==> src/rtl/alu_seq.sv <==
// Registered PIC16-style ALU with start/done handshake and optional iterative MUL/DIV.
// Define ALU_SEQ_MULDIV_EN to build the shift-add multiplier and restoring divider.
module alu_seq #(
    parameter int DATA_W = 8,
    parameter int CNT_W  = $clog2(DATA_W + 1)
) (
    input  logic              clk,
    input  logic              rst_n,
    input  logic              start,
    input  logic [3:0]        op,
    input  logic [DATA_W-1:0] op_w,
    input  logic [DATA_W-1:0] op_lf,
    input  logic              carry_in,
    input  logic              status_wr_en,
    output logic              busy,
    output logic              done,
    output logic [DATA_W-1:0] alu_out,
    output logic [DATA_W-1:0] alu_out_hi,
    output logic              alu_out_z,
    output logic              alu_out_dc,
    output logic              alu_out_c,
    output logic              alu_out_z_wr_en,
    output logic              alu_out_dc_wr_en,
    output logic              alu_out_c_wr_en,
    output logic              div_by_zero
);

    localparam logic [1:0] S_IDLE = 2'd0;
`ifdef ALU_SEQ_MULDIV_EN
    localparam logic [1:0] S_RUN  = 2'd1;
`endif
    localparam logic [1:0] S_FIN  = 2'd2;

    localparam logic [3:0] OP_ADD = 4'd0,  OP_AND  = 4'd1,  OP_CLR   = 4'd2,  OP_COM   = 4'd3;
    localparam logic [3:0] OP_DEC = 4'd4,  OP_INC  = 4'd5,  OP_OR    = 4'd6,  OP_PASSLF = 4'd7;
    localparam logic [3:0] OP_PASSW = 4'd8, OP_RLF = 4'd9,  OP_RRF   = 4'd10, OP_SUB   = 4'd11;
    localparam logic [3:0] OP_SWAPF = 4'd12, OP_XOR = 4'd13, OP_MUL  = 4'd14, OP_DIV   = 4'd15;
    localparam int H = DATA_W / 2;

    logic [1:0]        r_state;
    logic [DATA_W-1:0] r_out, r_out_hi;
    logic              r_z, r_dc, r_c, r_z_we, r_dc_we, r_c_we, r_dbz;

    logic [DATA_W:0]   w_sum, w_diff;
    logic [4:0]        w_nib_sum, w_nib_diff;
    logic [DATA_W-1:0] w_res;
    logic              w_z, w_dc, w_c, w_zs, w_dcs, w_cs;

    assign w_sum      = {1'b0, op_lf} + {1'b0, op_w};
    assign w_diff     = {1'b0, op_lf} - {1'b0, op_w};
    assign w_nib_sum  = {1'b0, op_lf[3:0]} + {1'b0, op_w[3:0]};
    assign w_nib_diff = {1'b0, op_lf[3:0]} - {1'b0, op_w[3:0]};

    // NOTE: every comb output gets a default first so no path infers a latch.
    always_comb begin
        w_res = '0;
        w_dc  = 1'b0;
        w_c   = 1'b0;
        w_zs  = 1'b1;
        w_dcs = 1'b0;
        w_cs  = 1'b0;
        case (op)
            OP_ADD:    begin w_res = w_sum[DATA_W-1:0]; w_dc = w_nib_sum[4]; w_c = w_sum[DATA_W];
                             w_dcs = 1'b1; w_cs = 1'b1; end
            OP_SUB:    begin w_res = w_diff[DATA_W-1:0]; w_dc = ~w_nib_diff[4]; w_c = ~w_diff[DATA_W];
                             w_dcs = 1'b1; w_cs = 1'b1; end
            OP_AND:    w_res = op_lf & op_w;
            OP_OR:     w_res = op_lf | op_w;
            OP_XOR:    w_res = op_lf ^ op_w;
            OP_COM:    w_res = ~op_lf;
            OP_DEC:    w_res = op_lf - 1'b1;
            OP_INC:    w_res = op_lf + 1'b1;
            OP_PASSLF: w_res = op_lf;
            OP_PASSW:  w_res = op_w;
            OP_CLR:    w_res = '0;
            OP_RLF:    begin w_res = {op_lf[DATA_W-2:0], carry_in}; w_c = op_lf[DATA_W-1];
                             w_zs = 1'b0; w_cs = 1'b1; end
            OP_RRF:    begin w_res = {carry_in, op_lf[DATA_W-1:1]}; w_c = op_lf[0];
                             w_zs = 1'b0; w_cs = 1'b1; end
            OP_SWAPF:  begin w_res = {op_lf[H-1:0], op_lf[DATA_W-1:H]}; w_zs = 1'b0; end
            default:   w_zs = 1'b0;
        endcase
    end

    assign w_z = (w_res == '0);

`ifdef ALU_SEQ_MULDIV_EN
    logic [DATA_W-1:0] r_hi, r_lo, r_b;
    logic [CNT_W-1:0]  r_cnt;
    logic              r_is_div;

    logic [DATA_W:0]   w_mul_sum, w_rem_sh;
    logic [DATA_W-1:0] w_rem_sub, w_hi_nx, w_lo_nx;
    logic              w_ge;

    // Multiply shifts the product right through {hi,lo}; divide shifts the dividend left into hi.
    assign w_mul_sum = {1'b0, r_hi} + (r_lo[0] ? {1'b0, r_b} : '0);
    assign w_rem_sh  = {r_hi, r_lo[DATA_W-1]};
    assign w_ge      = (w_rem_sh >= {1'b0, r_b});
    assign w_rem_sub = w_rem_sh[DATA_W-1:0] - r_b;
    assign w_hi_nx   = r_is_div ? (w_ge ? w_rem_sub : w_rem_sh[DATA_W-1:0]) : w_mul_sum[DATA_W:1];
    assign w_lo_nx   = r_is_div ? {r_lo[DATA_W-2:0], w_ge} : {w_mul_sum[0], r_lo[DATA_W-1:1]};
`endif

    always_ff @(posedge clk or negedge rst_n) begin
        if (!rst_n) begin
            r_state  <= S_IDLE;
            r_out    <= '0;
            r_out_hi <= '0;
            r_z      <= 1'b0;
            r_dc     <= 1'b0;
            r_c      <= 1'b0;
            r_z_we   <= 1'b0;
            r_dc_we  <= 1'b0;
            r_c_we   <= 1'b0;
            r_dbz    <= 1'b0;
`ifdef ALU_SEQ_MULDIV_EN
            r_hi     <= '0;
            r_lo     <= '0;
            r_b      <= '0;
            r_cnt    <= '0;
            r_is_div <= 1'b0;
`endif
        end else begin
            case (r_state)
                S_IDLE: if (start) begin
`ifdef ALU_SEQ_MULDIV_EN
                    if (op == OP_MUL || op == OP_DIV) begin
                        r_state  <= S_RUN;
                        r_cnt    <= CNT_W'(DATA_W);
                        r_hi     <= '0;
                        r_lo     <= op_lf;
                        r_b      <= op_w;
                        r_is_div <= (op == OP_DIV);
                        r_z_we   <= status_wr_en;
                        r_dc_we  <= 1'b0;
                        r_c_we   <= 1'b0;
                        r_dbz    <= (op == OP_DIV) && (op_w == '0);
                    end else
`endif
                    begin
                        r_state  <= S_FIN;
                        r_out    <= w_res;
                        r_out_hi <= '0;
                        r_z      <= w_z;
                        r_dc     <= w_dc;
                        r_c      <= w_c;
                        r_z_we   <= w_zs & status_wr_en;
                        r_dc_we  <= w_dcs & status_wr_en;
                        r_c_we   <= w_cs & status_wr_en;
                        r_dbz    <= 1'b0;
                    end
                end
`ifdef ALU_SEQ_MULDIV_EN
                S_RUN: begin
                    r_hi  <= w_hi_nx;
                    r_lo  <= w_lo_nx;
                    r_cnt <= r_cnt - 1'b1;
                    if (r_cnt == CNT_W'(1)) begin
                        r_state  <= S_FIN;
                        r_out    <= w_lo_nx;
                        r_out_hi <= w_hi_nx;
                        r_z      <= r_is_div ? (w_lo_nx == '0) : ({w_hi_nx, w_lo_nx} == '0);
                    end
                end
`endif
                S_FIN:   r_state <= S_IDLE;
                default: r_state <= S_IDLE;
            endcase
        end
    end

    assign busy             = (r_state != S_IDLE);
    assign done             = (r_state == S_FIN);
    assign alu_out          = r_out;
    assign alu_out_hi       = r_out_hi;
    assign alu_out_z        = r_z;
    assign alu_out_dc       = r_dc;
    assign alu_out_c        = r_c;
    assign alu_out_z_wr_en  = r_z_we & done;
    assign alu_out_dc_wr_en = r_dc_we & done;
    assign alu_out_c_wr_en  = r_c_we & done;
    assign div_by_zero      = r_dbz & done;

endmodule
==> config.mk <==
export PLATFORM = sky130hd
export DESIGN_NAME = alu_seq
export DESIGN_NICKNAME = d
export VERILOG_FILES = /design/src/rtl/alu_seq.sv
export SDC_FILE = /design/constraint.sdc
export NUM_CORES = 1
export LEC_CHECK = 0
export CORE_MARGIN = 2
export CORE_UTILIZATION = 30
export CTS_BUF_LIST = sky130_fd_sc_hd__clkbuf_8
export DETAILED_ROUTE_END_ITERATION = 12
export PLACE_DENSITY = 0.58
export RECOVER_POWER = 50
export SETUP_SLACK_MARGIN = 0.4
export SYNTH_ARGS = -nofsm -noshare
export SYNTH_HDL_FRONTEND = slang
export SYNTH_SLANG_ARGS = --single-unit
==> constraint.sdc <==
create_clock -name clk -period 4.9 [get_ports clk]
set_input_delay 1.47 -clock clk [delete_from_list [all_inputs] [get_ports clk]]
set_output_delay 1.47 -clock clk [all_outputs]
set_load 0.01 [all_outputs]
==> results.json <==
{
  "netlist_top_cells_area": "dfrtp_1 14%, ha_1 14%, nand2_1 3.9%",
  "row_count": 34,
  "critical_path_class": "in -> reg",
  "tritoncts": "built",
  "cts.hold.buffers_added": 0,
  "fin_worst_hold_slack_ns": 0.464,
  "final_cell_area_um2": 3240,
  "area_delta_synth_final_pct": 19.7,
  "post_synth_num_cell_types": 68,
  "synth_async_sr_flop_share_pct": 100,
  "routabilityCongestion": 0.920,
  "achievable-frequency_ghz": 0.232,
  "hp-class": "reg -> reg",
  "startpoint_type": "input port",
  "die-width_um": 99.0,
  "placed_area_um2": 3190,
  "cts_post_setup_buffers_inserted": 0,
  "vias_in_the_first_global_route": 2537,
  "drt_iter0_markers": 277,
  "final_common_cell": "clkdlybuf4s50_1",
  "post_synth_inst_count": 351,
  "synth-edff-count": 0,
  "mostFrequentLayoutCells": "31 x clkdlybuf4s50_1, 30 x ha_1, 28 x nand2_1",
  "vias": 2764,
  "floorplan.core_area_um2": 8720,
  "grt_max_degree": 37,
  "worstSetupEndpointType": "flop",
  "antennaDiodeCount": 0,
  "buffer_ports.inserted": 40,
  "nNetsFinal": 444,
  "root_buffer": "clkbuf_8",
  "floorplan.initialDensity_pct": 31.0,
  "clk_transition_reported_paths_ns": 0.06,
  "worst-endpoint-required_ns": 5.08,
  "finClkSkew_ns": 0.00333,
  "insertion_delay_ns": 0.24,
  "overflow": 0,
  "post_cts_resized": 0,
  "total_leakage_power_nw": 1.42,
  "depth_of_the_worst_register_to_register_path": 8,
  "clock_tree.htree_level_count": 1,
  "drv_slew": 0,
  "fin_tns_setup_ns": 0,
  "die_height_um": 99.0,
  "power_density_nw_per_um2": 170,
  "dr.pass1.iters": 5,
  "hold_depth": 2,
  "global_route_usage_sum_pct": 17.5,
  "timing.final.setup_violations": 0,
  "boundaryPins": 50,
  "post_route_cells_drive_above_1_share_pct": 7.27,
  "timing.final.crit_period_ns": 4.31,
  "detail_route.drc_violations": 0,
  "outcome": "completed",
  "finalCritPeriodShare_pct": 87.9,
  "synth_top_area_share_pct": 13.9,
  "cts_sinks": 15,
  "crit_path_max_fanout": 4,
  "cts-buffers-inserted": 3,
  "synth_top_area_cell": "dfrtp_1",
  "top_reg_cell_synth": "dfrtp_1",
  "relSlewSlack_pct": 46.8,
  "final_cell_count_no_fill": 493,
  "postRouteAntennaNets": 0,
  "syn-mean-instance-area_um2": 7.71,
  "wl_per_cell_um": 17.5,
  "first_pass_grt_wire_length_mm": 13.8,
  "yosys_warnings": 0,
  "wirelength_mm": 8.61,
  "grt_antenna_before_repair": 0,
  "tightest_slew_ns": 0.791,
  "final_hold_viol_count": 0,
  "grt_setup_unrepaired": "false",
  "die_area_um2": 9800,
  "hpwlAfterDp_mm": 6.65,
  "maxCapViolations": 0,
  "power.ir.vdd_worst_mv": 0.0633,
  "n_fill_cell": 923,
  "total_instance_count_after_detailed_placement": 489,
  "worst-endpoint-arrival_ns": 4.49,
  "cts_buffer_depth": 2,
  "synth.cell_area_um2": 2710,
  "avgViaCountPerCell": 5.61,
  "synth.ff_latch_count": 15,
  "seq_area_frac_synth_pct": 13.9
}
final cells by class:
cell class / count / area [µm²] / area share (%)
Clock buffer: 3 / 41.3 / 1.27
Clock inverter: 1 / 3.75 / 0.116
Inverter: 25 / 93.8 / 2.90
Multi-Input combinational cell: 287 / 2080 / 64.3
Sequential cell: 15 / 375 / 11.6
Tap cell: 108 / 135 / 4.17
Timing Repair Buffer: 54 / 505 / 15.6
registers in the layout, summed over array words and instances (netlist names):
name / flops
r_c_we: 1
r_z_we: 1
r_dc_we: 1
alu_out_c: 1
alu_out_dc: 1
r_state: 1
alu_out_z: 1
alu_out: 8
stage by stage:
step / worst slack, ns / power (mW) / utilization (%)
after floorplan: 0.614 / 0.345 / -
after global placement: 0.349 / 0.458 / 36.6
after detailed placement: 0.337 / 0.459 / 36.6
after CTS: 0.577 / 0.554 / 37.1
after global routing: 0.451 / 0.590 / 37.1
final: 0.592 / 0.549 / 37.1
critical path: stages:
cell             delay, ns
clkdlybuf4s50_1       0.59
inv_1                 0.14
ha_1                  0.23
fa_1                  0.48
inv_1                 0.04
mux4_2                0.44
a311o_1               0.41
nor4b_2               0.30
and4_1                0.23
a32o_2                0.16
metal layers:
metal	up-vias	share of wire (%)	GRT usage [%]	wire, µm
li1	1329	-	-	-
met1	1286	47	27.2	4050
met2	135	43	26.2	3740
met3	14	7.9	0.851	677
met4	0	1.7	4.21	146
met5	-	0	0	0
cells in the mapped netlist (9+ instances only):
| cell | number |
|---|---|
| nor2_1 | 22 |
| ha_1 | 30 |
| xnor2_1 | 11 |
| nand2_1 | 28 |
| mux2i_1 | 9 |
| o21ai_0 | 17 |
| buf_4 | 11 |
| buf_2 | 15 |
| dfrtp_1 | 15 |
| inv_1 | 24 |
| nand2b_1 | 13 |
| a21oi_1 | 20 |
power by group:
part	total (mW)	leakage (nW)	internal [mW]	switching (mW)
Sequential	0.149	0.191	0.141	0.00830
Combinational	0.307	1.20	0.138	0.169
Clock	0.0929	0.0269	0.0552	0.0376
logic make-up (layout without fill, tap and decap cells):
group           Yosys count  in the layout  share of synthesized area, %
simple gates            111            111                          22.0
buf+inv                  57             83                          10.4
flops                    15             15                          13.9
other cells               1              9                         0.139
mux                      11             11                          4.58
xor+xnor                 15             15                          4.85
compound gates          108            108                          28.1
fa+ha+maj                33             33                          16.1
worst paths after layout:
| kind | slack, ns | end | startpoint |
|---|---|---|---|
| hold / removal | 0.46 | r_z_we$_DFFE_PN0P_ | r_z_we$_DFFE_PN0P_ |
| setup reg to reg | 2.62 | alu_out_z$_DFFE_PN0P_ | r_state[1]$_DFFE_PN0P_ |
| setup / recovery | 0.59 | alu_out_z$_DFFE_PN0P_ | op_lf[0] |
| max in group asynchronous | 2.77 | r_dc_we$_DFFE_PN0P_ | rst_n |
| min in group asynchronous | 1.71 | alu_out[7]$_DFFE_PN0P_ | rst_n |
| hold reg to reg | 0.46 | r_z_we$_DFFE_PN0P_ | r_z_we$_DFFE_PN0P_ |
(Power assumes the default switching activity.)
